`src/rtl/hssl_pkg.sv`:
```
// hssl_pkg: shared definitions for the HSSL packet receive front-end.
//   - Packet field offsets and widths (header, key, payload).
//   - Header bit positions for payload-present and parity.
//   - Receive state type (run / flush / stop).
//   - Diagnostic counter-pulse bit indices.
package hssl_pkg;

    localparam int unsigned PKT_W   = 72;

    localparam int unsigned HDR_LSB = 0;
    localparam int unsigned HDR_W   = 8;
    localparam int unsigned KEY_LSB = 8;
    localparam int unsigned KEY_W   = 32;
    localparam int unsigned PL_LSB  = 40;
    localparam int unsigned PL_W    = 32;

    // The low key byte is the register word address; the rest is the cfg prefix.
    localparam int unsigned KEY_ADDR_W   = 8;
    localparam int unsigned KEY_PREFIX_W = KEY_W - KEY_ADDR_W;

    localparam int unsigned HDR_PAR_BIT = 0;
    localparam int unsigned HDR_PL_BIT  = 1;

    localparam int unsigned CTR_DROP = 0;
    localparam int unsigned CTR_CFG  = 1;

    typedef enum logic [1:0] {
        StRun   = 2'd0,
        StFlush = 2'd1,
        StStop  = 2'd2
    } state_e;

endpackage

```
`src/rtl/hssl_pkt_buf.sv`:
```
// hssl_pkt_buf: one-entry registered output buffer with valid/ready handshake.
//   clk       in   clock
//   reset     in   synchronous active-high reset
//   load_in   in   capture load_data_in (caller only loads when the slot is free or draining)
//   load_data_in in WIDTH bits to capture
//   rdy_in    in   downstream ready; empties the slot when no new load arrives
//   vld_out   out  slot holds a packet
//   data_out  out  buffered packet, zero when empty
module hssl_pkt_buf
    import hssl_pkg::*;
#(
    parameter int unsigned WIDTH = PKT_W
) (
    input  logic             clk,
    input  logic             reset,
    input  logic             load_in,
    input  logic [WIDTH-1:0] load_data_in,
    input  logic             rdy_in,
    output logic             vld_out,
    output logic [WIDTH-1:0] data_out
);

    logic             vld_q, vld_d;
    logic [WIDTH-1:0] data_q, data_d;

    always_comb begin
        vld_d  = vld_q;
        data_d = data_q;
        if (load_in) begin
            // A load during a dequeue replaces the old entry; valid stays high.
            vld_d  = 1'b1;
            data_d = load_data_in;
        end else if (rdy_in) begin
            vld_d  = 1'b0;
            data_d = '0;
        end
    end

    always_ff @(posedge clk) begin
        if (reset) begin
            vld_q  <= 1'b0;
            data_q <= '0;
        end else begin
            vld_q  <= vld_d;
            data_q <= data_d;
        end
    end

    assign vld_out  = vld_q;
    assign data_out = data_q;

endmodule

```
`src/rtl/hssl_pkt_cfg_rx.sv`:
```
// hssl_pkt_cfg_rx: HSSL receive packet front-end.
// Parity-checks and classifies each accepted packet. Configuration packets become
// one-cycle register-write strobes (prx_*); data packets go to a one-entry output
// buffer in run state and are discarded while flushing/stopped. Emits per-packet
// diagnostic counter pulses.
//   clk, reset              single clock, synchronous active-high reset
//   pkt_data_in/vld_in/rdy_out  input packet handshake
//   pkt_data_out/vld_out/rdy_in forwarded packet handshake
//   prx_addr_out/data_out/vld_out register-write port toward the bank
//   hssl_stop_in            stop request
//   ctr_cnt_out             count pulses: bit CTR_DROP = drop, bit CTR_CFG = cfg write
// Build option: define HSSL_PRX_PARITY_CHECK_EN to enable the odd-parity check;
// otherwise every packet is treated as parity-correct.
module hssl_pkt_cfg_rx
    import hssl_pkg::*;
#(
    parameter logic [KEY_PREFIX_W-1:0] CFG_KEY_PREFIX = 24'hFFFE00,
    parameter int unsigned             NUM_CREGS      = 2
) (
    input  logic                  clk,
    input  logic                  reset,
    input  logic [PKT_W-1:0]      pkt_data_in,
    input  logic                  pkt_vld_in,
    output logic                  pkt_rdy_out,
    output logic [PKT_W-1:0]      pkt_data_out,
    output logic                  pkt_vld_out,
    input  logic                  pkt_rdy_in,
    output logic [KEY_ADDR_W-1:0] prx_addr_out,
    output logic [PL_W-1:0]       prx_data_out,
    output logic                  prx_vld_out,
    input  logic                  hssl_stop_in,
    output logic [NUM_CREGS-1:0]  ctr_cnt_out
);

    state_e state_q, state_d;

    logic [HDR_W-1:0] hdr;
    logic [KEY_W-1:0] key;
    logic [PL_W-1:0]  payload;
    logic             transfer;
    logic             par_ok;
    logic             key_match;
    logic             is_cfg, is_fwd, is_drop;

    logic                  prx_vld_q;
    logic [KEY_ADDR_W-1:0] prx_addr_q;
    logic [PL_W-1:0]       prx_data_q;
    logic [NUM_CREGS-1:0]  ctr_q, ctr_d;

    assign hdr     = pkt_data_in[HDR_LSB +: HDR_W];
    assign key     = pkt_data_in[KEY_LSB +: KEY_W];
    assign payload = pkt_data_in[PL_LSB +: PL_W];

    assign transfer  = pkt_vld_in && pkt_rdy_out;
    assign key_match = (key[KEY_W-1:KEY_ADDR_W] == CFG_KEY_PREFIX);

`ifdef HSSL_PRX_PARITY_CHECK_EN
    // Odd parity over the whole packet, parity bit included.
    assign par_ok = ^pkt_data_in;
`else
    assign par_ok = 1'b1;
`endif

    // Priority: parity error, cfg write, prefix without payload, data.
    always_comb begin
        is_cfg  = 1'b0;
        is_fwd  = 1'b0;
        is_drop = 1'b0;
        if (transfer) begin
            if (!par_ok) begin
                is_drop = 1'b1;
            end else if (key_match && hdr[HDR_PL_BIT]) begin
                is_cfg = 1'b1;
            end else if (key_match) begin
                is_drop = 1'b1;
            end else if (state_q == StRun) begin
                is_fwd = 1'b1;
            end else begin
                is_drop = 1'b1;
            end
        end
    end

    // Outside run, always accept so a cfg packet can still get through and clear stop.
    always_comb begin
        pkt_rdy_out = 1'b0;
        if (!reset) begin
            if (state_q == StRun) begin
                pkt_rdy_out = !pkt_vld_out || pkt_rdy_in;
            end else begin
                pkt_rdy_out = 1'b1;
            end
        end
    end

    always_comb begin
        state_d = state_q;
        unique case (state_q)
            StRun: begin
                if (hssl_stop_in) state_d = StFlush;
            end
            StFlush: begin
                if (!hssl_stop_in) begin
                    state_d = StRun;
                end else if (!pkt_vld_out) begin
                    state_d = StStop;
                end
            end
            StStop: begin
                if (!hssl_stop_in) state_d = StRun;
            end
            default: state_d = StRun;
        endcase
    end

    always_comb begin
        ctr_d = '0;
        for (int unsigned i = 0; i < NUM_CREGS; i++) begin
            ctr_d[i] = ((i == CTR_DROP) && is_drop) || ((i == CTR_CFG) && is_cfg);
        end
    end

    always_ff @(posedge clk) begin
        if (reset) begin
            state_q    <= StRun;
            prx_vld_q  <= 1'b0;
            prx_addr_q <= '0;
            prx_data_q <= '0;
            ctr_q      <= '0;
        end else begin
            state_q   <= state_d;
            prx_vld_q <= is_cfg;
            ctr_q     <= ctr_d;
            if (is_cfg) begin
                prx_addr_q <= key[KEY_ADDR_W-1:0];
                prx_data_q <= payload;
            end
        end
    end

    hssl_pkt_buf #(
        .WIDTH (PKT_W)
    ) u_buf (
        .clk          (clk),
        .reset        (reset),
        .load_in      (is_fwd),
        .load_data_in (pkt_data_in),
        .rdy_in       (pkt_rdy_in),
        .vld_out      (pkt_vld_out),
        .data_out     (pkt_data_out)
    );

    assign prx_vld_out  = prx_vld_q;
    assign prx_addr_out = prx_addr_q;
    assign prx_data_out = prx_data_q;
    assign ctr_cnt_out  = ctr_q;

endmodule

```
`config.mk`:
```
export PLATFORM = sky130hd
export DESIGN_NAME = hssl_pkt_cfg_rx
export DESIGN_NICKNAME = d
export VERILOG_FILES = /design/src/rtl/hssl_pkg.sv /design/src/rtl/hssl_pkt_buf.sv /design/src/rtl/hssl_pkt_cfg_rx.sv
export SDC_FILE = /design/constraint.sdc
export NUM_CORES = 1
export LEC_CHECK = 0
export BUFFER_PORTS_ARGS = -buffer_cell sky130_fd_sc_hd__buf_2
export CAP_MARGIN = 20
export CORE_UTILIZATION = 36
export DETAILED_ROUTE_END_ITERATION = 8
export SLEW_MARGIN = 10
export SYNTH_ARGS = -nofsm -noshare
export SYNTH_HDL_FRONTEND = slang
export SYNTH_SLANG_ARGS = --single-unit
```
`constraint.sdc`:
```
create_clock -name clk -period 4.1 [get_ports clk]
set_input_delay 0.41 -clock clk [delete_from_list [all_inputs] [get_ports clk]]
set_output_delay 0.41 -clock clk [all_outputs]
set_load 0.01 [all_outputs]
```
Word-level counts from Yosys, hierarchy flattened
Cells that the tools add are included. Widths: inputs -> output; s select.

Output and inout port bits: 117. Register bits after elaboration: 117. Word-level logic and storage cells: 41.

Bitwise operators: 1. Muxes and demuxes: 19. Eq/ne operators: 6. Reduce and logical (&&, ||, !) cells: 8.

Operator list (count): $mux 72 (2); $eq 24x24->1 const B (1); $mux 1 (12); $mux 2 (4); $pmux 2 s3 (1); $ne 2x2->1 const B (2); $ne 3x3->1 const B (1); $reduce_and 3->1 (1); $reduce_or 3->1 (1); $eq 2x1->1 const B (1); $eq 2x2->1 const B (1); $logic_and 1x1->1 (2); $logic_not 2->1 (1); $reduce_bool 2->1 (1); $logic_not 1->1 (1); $logic_or 1x1->1 (1); $not 1->1 (1).

Depth between registers and ports, before layout
Gate-level depths: netlist of run 1.

Word-level depth: 7. Gate-level depth with buffers: 7.

By module
Synthesis of run 1 repeated with hierarchy kept, for this count alone.

Cells, all modules: 549. Area total of the unflattened synthesis: 5551.6 um^2.

By module, submodules not included: hssl_pkt_buf (area an instance 3394.5 um^2, times used 1, sequential area each 1461.4 um^2, cells an instance 325); hssl_pkt_cfg_rx (area an instance 2157.1 um^2, times used 1, sequential area each 880.8 um^2, cells an instance 224).

Worst setup path before layout of run 1
OpenSTA, ideal clock, no wires.

Path kind: in2reg. Start: input pkt_data_in[16]. End: register u_buf.data_q[62], in the netlist u_buf.data_out[62]. Data arrival time: 2133 ps. Stages: 6. Required time: 4017 ps. Slack: 1884 ps. Buffers on the path: 2. Cell sequence: or4_1 -> or4_4 -> buf_6 -> buf_6 -> or3_1 -> o221ai_1.

Longest elaborated chain between the ends: 5. Elaborated cells on any way between the ends: 7.

RTL lines: start, declared (line hssl_pkt_cfg_rx.sv:22) `input logic [PKT_W-1:0] pkt_data_in,`; $eq 24x24->1 (*) (line hssl_pkt_cfg_rx.sv:55) `assign key_match = (key[KEY_W-1:KEY_ADDR_W] == CFG_KEY_PREFIX);`; $mux 1 / $logic_and 1x1->1 (equally long branches) (line hssl_pkt_cfg_rx.sv:74, hssl_pkt_cfg_rx.sv:72); $mux 1 (*) (line hssl_pkt_cfg_rx.sv:72) `end else if (key_match && hdr[HDR_PL_BIT]) begin`; $mux 1 (*) (line hssl_pkt_cfg_rx.sv:69) `if (transfer) begin`; $mux 72 / $reduce_bool 2->1 (equally long branches); end signal, assigned (line hssl_pkt_buf.sv:45) `data_q <= data_d;`; end, declared (line hssl_pkt_buf.sv:24) `logic [WIDTH-1:0] data_q, data_d;`.

Every way passes the cells marked *; elsewhere a longest branch is shown, timed or not. A chain may end at the register's enable or synchronous reset.

Worst setup path in the final report of run 1
Start: input pkt_data_in[16]. End: register u_buf.data_q[47], in the netlist u_buf.data_out[47].

The elaborated chain is that of the path after synthesis.

==> out/metrics.yaml, run 1 <==
layout:
  drive_above_1_share_pct: 29.59
  nNetsFinal: 850
  antennaDiodeCount: 0
  area_delta_synth_final_pct: 29.14
floorplanning:
  initial_core_util_pct: 36.86
  dieWidth_um: 123.8
  die_h_um: 123.8
  num_rows: 44
  io_pins: 194
  coreArea_sq_um: 14480
  dieArea_sq_um: 15320
sta:
  worst_pin_slew_ns: 0.8594
  finalCritPeriodShare_pct: 61.51
  hold_viol: 0
  slew_headroom_pct: 42.70
  period_minus_slack_ns: 2.522
  fin_tns_setup_ns: 0
  maxSlewViolCount: 0
  finalSetupViolCount: 0
  grt_setup_unrepaired: "false"
  max_freq_mhz: 396.5
  clock_skew_ns: 0.006001
logic_synthesis:
  synth_warnings: 0
  synthTopCellsByCount: "117 x dfxtp_1, 82 x nand2b_1, 71 x inv_1"
  ys_ff_latch: 117
  synth.distinct_cells: 27
  syn_area_per_cell_sq_um: 8.823
  synth_edf_count: 0
  synth_top_cell_area_share_pct: 43.88
  synth_area_leaders: "dfxtp_1 44%, o221ai_1 10%, nand2b_1 9.6%, mux2i_1 7.7%, or3_1 7.4%"
  yosysSeqAreaShare_pct: 43.88
  synth_flop_cell: "dfxtp_1"
  async_flop_share_pct: 0
  synthMostInstantiatedCell: "dfxtp_1"
  syn_inst: 605
  synth_largest_area_cell: "dfxtp_1"
  synth_area_sq_um: 5338
  synth_nets: 682
global_routing:
  track_usage_pct: 19.84
  grt_pass1_wl_mm: 23.31
  grt_max_degree: 85
  grt_use_met3_pct: 7.509
  gr-total-overflow: 0
  antenna_found_initial: 0
  grt-busiest-layer: "met2"
  grtUsageMet1_pct: 23.31
  grt_pass1_vias: 4741
  grt_use_met2_pct: 32.67
drt:
  routed_wl_mm: 15.08
  wl_per_cell_um: 15.58
  dr_total_vias: 4971
  drtIter0Drc: 278
  drc: 0
  viasPerCell: 5.135
  drt_pre_antenna_iters: 5
  ant_nets: 0
pwr:
  internal-power_mw: 2.161
  power.switching_uw: 662.5
  power.share.switching_pct: 23.46
  irDropWorstVdd_mv: 0.2689
  pwr-share-seq_pct: 42.8
  power_frac_clock_pct: 48.0
  cellLeakagePower_nw: 3.305
  p_total_mw: 2.824
  power_frac_comb_pct: 9.2
  p_per_area_nw_per_um2: 409.7
critical_path:
  critPathKind: "input pin to flip-flop"
  critPathRequiredTime_ns: 4.36
  crit_arrival_ns: 2.78
  reg2reg_setup_slack_ns: 2.04
  critPathCaptureType: "flip-flop"
  critPathMaxFanout: 65
  crit_start: "pkt_data_in[16]"
  reg2reg_from: "u_buf.vld_out$_SDFFE_PP0P_"
  reg2reg_depth: 5
  start_kind: "input pin"
  crit_end: "u_buf.data_out[47]$_SDFFE_PP0P_"
  reg2reg_to: "prx_data_out[22]$_SDFFE_PP0P_"
cts:
  numCtsBuffers: 17
  htree_levels: 4
  post-cts-setup-buffers: 0
  cts_sinks: 117
  post_cts_resized: 0
  clk_latency_ns: 0.41
  clkTransAtPathRegs_ns: 0.05
  clockBufferDepth: 2
  cts_tree: "done"
  root_buffer: "clkbuf_16"
  postCtsHoldBufs: 0
placed_design:
  io_buffer_count: 193
  place_hpwl_mm: 10.27
  gp_congestion: 0.7974
job:
  maxCapViolCount: 0
status:
  status: "finished clean"
min_path:
  hold_path_class: "input pin to flip-flop"
## placed cells by master, fill, tap and decap left out, types with 9 or more instances in the layout
master	count
buf_2	193
dfxtp_1	117
nand2b_1	82
inv_1	71
nand2_1	63
or3_1	63
o221ai_1	63
mux2i_1	41
clkbuf_16	17
nand4_1	12
nand3_1	9
## power groups by stage
| stage | registers [mW] | logic [mW] | clock network [mW] |
|---|---|---|---|
| floorplan | 1.25 | 0.118 | 0 |
| CTS | 1.21 | 0.262 | 1.38 |
| finish | 1.21 | 0.259 | 1.36 |
| global placement | 1.23 | 0.256 | 0 |
| global route | 1.21 | 0.287 | 1.43 |
| detailed placement | 1.23 | 0.262 | 0 |
## sequential cells by signal, summed over array words and instances, names as in the netlist
name	count
prx_data_out	32
u_buf.vld_out	1
u_buf.data_out	72
ctr_cnt_out	2
state_q	2
prx_addr_out	8
## metrics by stage
step | instance area [sq um] | cells | util, % | hold slack (ns) | worst slack [ns]
3_5_place_dp | 6357 | 938 | 43.91 | 0.4674 | 1.161
4_1_cts | 6893 | 968 | 47.61 | 0.2065 | 1.594
3_3_place_gp | 6357 | 938 | 43.91 | 0.4569 | 1.209
5_1_grt | 6893 | 968 | 47.61 | 0.2189 | 1.358
2_1_floorplan | 5338 | 605 | - | 0.4874 | 1.884
6_report | 6893 | 968 | 47.61 | 0.2268 | 1.578
## worst min-delay path by stage
stage / depth (start not counted) / start / to
2_1_floorplan: 1 / state_q[1]$_SDFFE_PP0P_ / state_q[0]$_SDFFE_PP0P_
3_3_place_gp: 2 / prx_data_out[15]$_SDFFE_PP0P_ / prx_data_out[15]$_SDFFE_PP0P_
3_5_place_dp: 2 / prx_data_out[23]$_SDFFE_PP0P_ / prx_data_out[23]$_SDFFE_PP0P_
4_1_cts: 2 / pkt_data_in[23] / u_buf.data_out[23]$_SDFFE_PP0P_
5_1_grt: 2 / pkt_data_in[23] / u_buf.data_out[23]$_SDFFE_PP0P_
6_report: 2 / pkt_data_in[22] / u_buf.data_out[22]$_SDFFE_PP0P_
## layer usage
layer	share of wire (%)	vias to the layer above
met5	0	-
met4	2.0	0
met3	8.9	22
met2	47	192
met1	43	2331
li1	-	2426
## layout make-up
class / count / area (sq um)
fill: 1390 / 7586
tap: 184 / 230.2
sequential: 117 / 2342
timing repair buffer: 202 / 1059
clock inverter: 5 / 50.05
clock buffer: 25 / 485.5
inverter: 71 / 266.5
multi-input combinational: 364 / 2460
## worst max-delay path, stage by stage
cell and delay (ns):
buf_2 0.10, or4_1 0.58, or4_4 0.82, o21ai_4 0.24, buf_4 0.42, o221ai_1 0.17
## kinds of logic after synthesis
logic type / synth area share [%]
flip-flops: 43.88
AO/OA/AOI/OAI: 12.21
multiplexers: 7.689
buffers and inverters: 10.45
AND/OR/NAND/NOR: 25.76
Note: power is estimated with default switching activity, not from simulation.
==> run 2: changes to the inputs <==
- clock period: 4.1 -> 2.3 ns (I/O delays scaled with it)
==> run 2 against run 1 <==
Sequential share of layout area decreased by 1.1 points. First-iteration DRC count decreased by 1.8%. Register-to-register slack got worse by 1.3 ns. Count of clock-buffer cells in the layout decreased by 2. Power increased by 100%. Global-route usage decreased by 0.10 points. Hold slack got worse by 0.18 ns. Core utilization increased by 1.6 points. Combinational power increased by 83%. Cell count increased by 0.83%. Routed wire length decreased by 1.2%. Highest routed layer unchanged.
==> out/metrics.yaml, run 2 (synthesis gave the netlist of run 1 again) <==
status:
  status: "finished clean"
drt:
  ant_nets: 0
  drtIter0Drc: 273
  dr_total_vias: 4958
  routed_wl_mm: 14.90
  drt_pre_antenna_iters: 4
  wl_per_cell_um: 15.27
  drc: 0
  viasPerCell: 5.080
sta:
  max_freq_mhz: 530.7
  fin_tns_setup_ns: 0
  hold_viol: 0
  maxSlewViolCount: 0
  finalSetupViolCount: 0
  finalCritPeriodShare_pct: 81.92
  period_minus_slack_ns: 1.884
  grt_setup_unrepaired: "false"
  worst_pin_slew_ns: 0.4841
  slew_headroom_pct: 67.65
  clock_skew_ns: 0.007333
layout:
  antennaDiodeCount: 0
  area_delta_synth_final_pct: 33.36
  mostFrequentLayoutCell: "buf_2"
  final_cell_mix: "193 x buf_2, 117 x dfxtp_1, 82 x nand2b_1"
  drive_above_1_share_pct: 30.43
  nNetsFinal: 856
  largest_register_ffs: 72
  utilization_pct: 49.16
cts:
  htree_levels: 4
  clkTransAtPathRegs_ns: 0.05
  post_cts_resized: 0
  numCtsBuffers: 17
  clockBufferDepth: 2
  clk_latency_ns: 0.42
  cts_tree: "done"
  post-cts-setup-buffers: 0
  root_buffer: "clkbuf_16"
  postCtsHoldBufs: 0
  cts_sinks: 117
floorplanning:
  coreArea_sq_um: 14480
  dieArea_sq_um: 15320
  initial_core_util_pct: 36.86
  dieWidth_um: 123.8
  io_pins: 194
  die_h_um: 123.8
  num_rows: 44
pwr:
  power.switching_mw: 1.242
  cellLeakagePower_nw: 3.407
  p_per_area_nw_per_um2: 792.5
  power_frac_comb_pct: 8.4
  internal-power_mw: 4.398
  irDropWorstVdd_mv: 0.4988
  pwr-share-seq_pct: 38.1
  power_frac_clock_pct: 53.5
  power.share.switching_pct: 22.02
placed_design:
  gp_congestion: 0.7559
  place_hpwl_mm: 10.20
  io_buffer_count: 193
critical_path:
  reg2reg_setup_slack_ns: 0.70
  reg2reg_depth: 5
  critPathKind: "input pin to flip-flop"
  reg2reg_to: "prx_data_out[19]$_SDFFE_PP0P_"
  critPathCaptureType: "flip-flop"
  crit_arrival_ns: 2.16
  reg2reg_from: "u_buf.vld_out$_SDFFE_PP0P_"
  start_kind: "input pin"
  critPathRequiredTime_ns: 2.57
  critPathMaxFanout: 52
global_routing:
  grt_pass1_vias: 4787
  grt_max_degree: 65
  track_usage_pct: 19.74
  grt_pass1_wl_mm: 23.17
  antenna_found_initial: 0
  gr-total-overflow: 0
min_path:
  hold_depth: 2
  min_from: "pkt_data_in[22]"
  hold_path_class: "input pin to flip-flop"
  whs_endpoint: "u_buf.data_out[22]$_SDFFE_PP0P_"
job:
  maxCapViolCount: 0
==> run 2: changes by cell type in the layout (fill, tap and decap cells not counted) <==
| cell | delta |
|---|---|
| clkinvlp_4 | +1 |
| clkinv_2 | -2 |
| clkbuf_8 | -1 |
| buf_4 | +2 |
| bufinv_16 | +5 |
| buf_12 | +4 |
| clkbuf_1 | -1 |
==> run 2: metrics by stage <==
step | hold slack [ns] | instances | power (mW) | worst slack [ns] | cell area, sq um
final | 0.04544 | 976 | 5.641 | 0.4157 | 7118
after global routing | 0.04610 | 976 | 5.849 | 0.3648 | 7118
after CTS | 0.02715 | 976 | 5.687 | 0.4312 | 7118
after detailed placement | 0.4597 | 944 | 2.669 | -0.02183 | 6452
after global placement | 0.4563 | 944 | 2.654 | 0.04346 | 6452
after floorplan | 0.3521 | 605 | 2.436 | 0.2642 | 5338
==> run 2: worst max-delay path by stage <==
stage                         start                               to  slack, ns  cells past startpoint
floorplan           pkt_data_in[16]  u_buf.data_out[62]$_SDFFE_PP0P_       0.26                      6
global placement    pkt_data_in[16]  u_buf.data_out[38]$_SDFFE_PP0P_       0.04                      6
detailed placement  pkt_data_in[16]   u_buf.data_out[5]$_SDFFE_PP0P_      -0.02                      6
CTS                 pkt_data_in[16]   u_buf.data_out[5]$_SDFFE_PP0P_       0.43                      6
global route        pkt_data_in[16]  u_buf.data_out[47]$_SDFFE_PP0P_       0.36                      6
finish              pkt_data_in[16]   u_buf.data_out[5]$_SDFFE_PP0P_       0.42                      6
==> run 2: power by group through the flow <==
stage          Sequential, mW  Combinational [mW]  Clock, mW
5_1_grt                  2.16               0.524       3.17
3_3_place_gp             2.19               0.463          0
2_1_floorplan            2.23               0.211          0
6_report                 2.15               0.473       3.02
3_5_place_dp             2.19               0.476          0
4_1_cts                  2.15               0.478       3.06
==> run 2: layout make-up <==
| type | instances | area, sq um |
|---|---|---|
| multi-input cells | 364 | 2460 |
| fillers | 1368 | 7361 |
| clock inverters | 9 | 197.7 |
| repair buffers | 208 | 1154 |
| well taps | 184 | 230.2 |
| flip-flops and latches | 117 | 2342 |
| inverters | 71 | 266.5 |
| clock buffers | 23 | 467.9 |
==> run 2: critical path, stage by stage <==
cell	delay, ns
buf_2	0.10
or4_1	0.58
or4_4	0.55
o21ai_4	0.23
buf_12	0.28
o221ai_1	0.16
==> run 2: metal layers <==
metal / global-route usage (%) / share of wire (%) / up-vias
met2: 32.40 / 47 / 161
met1: 23.17 / 43 / 2335
met5: 0 / 0 / -
met4: 7.907 / 1.6 / 0
li1: - / - / 2440
met3: 7.326 / 8.1 / 22
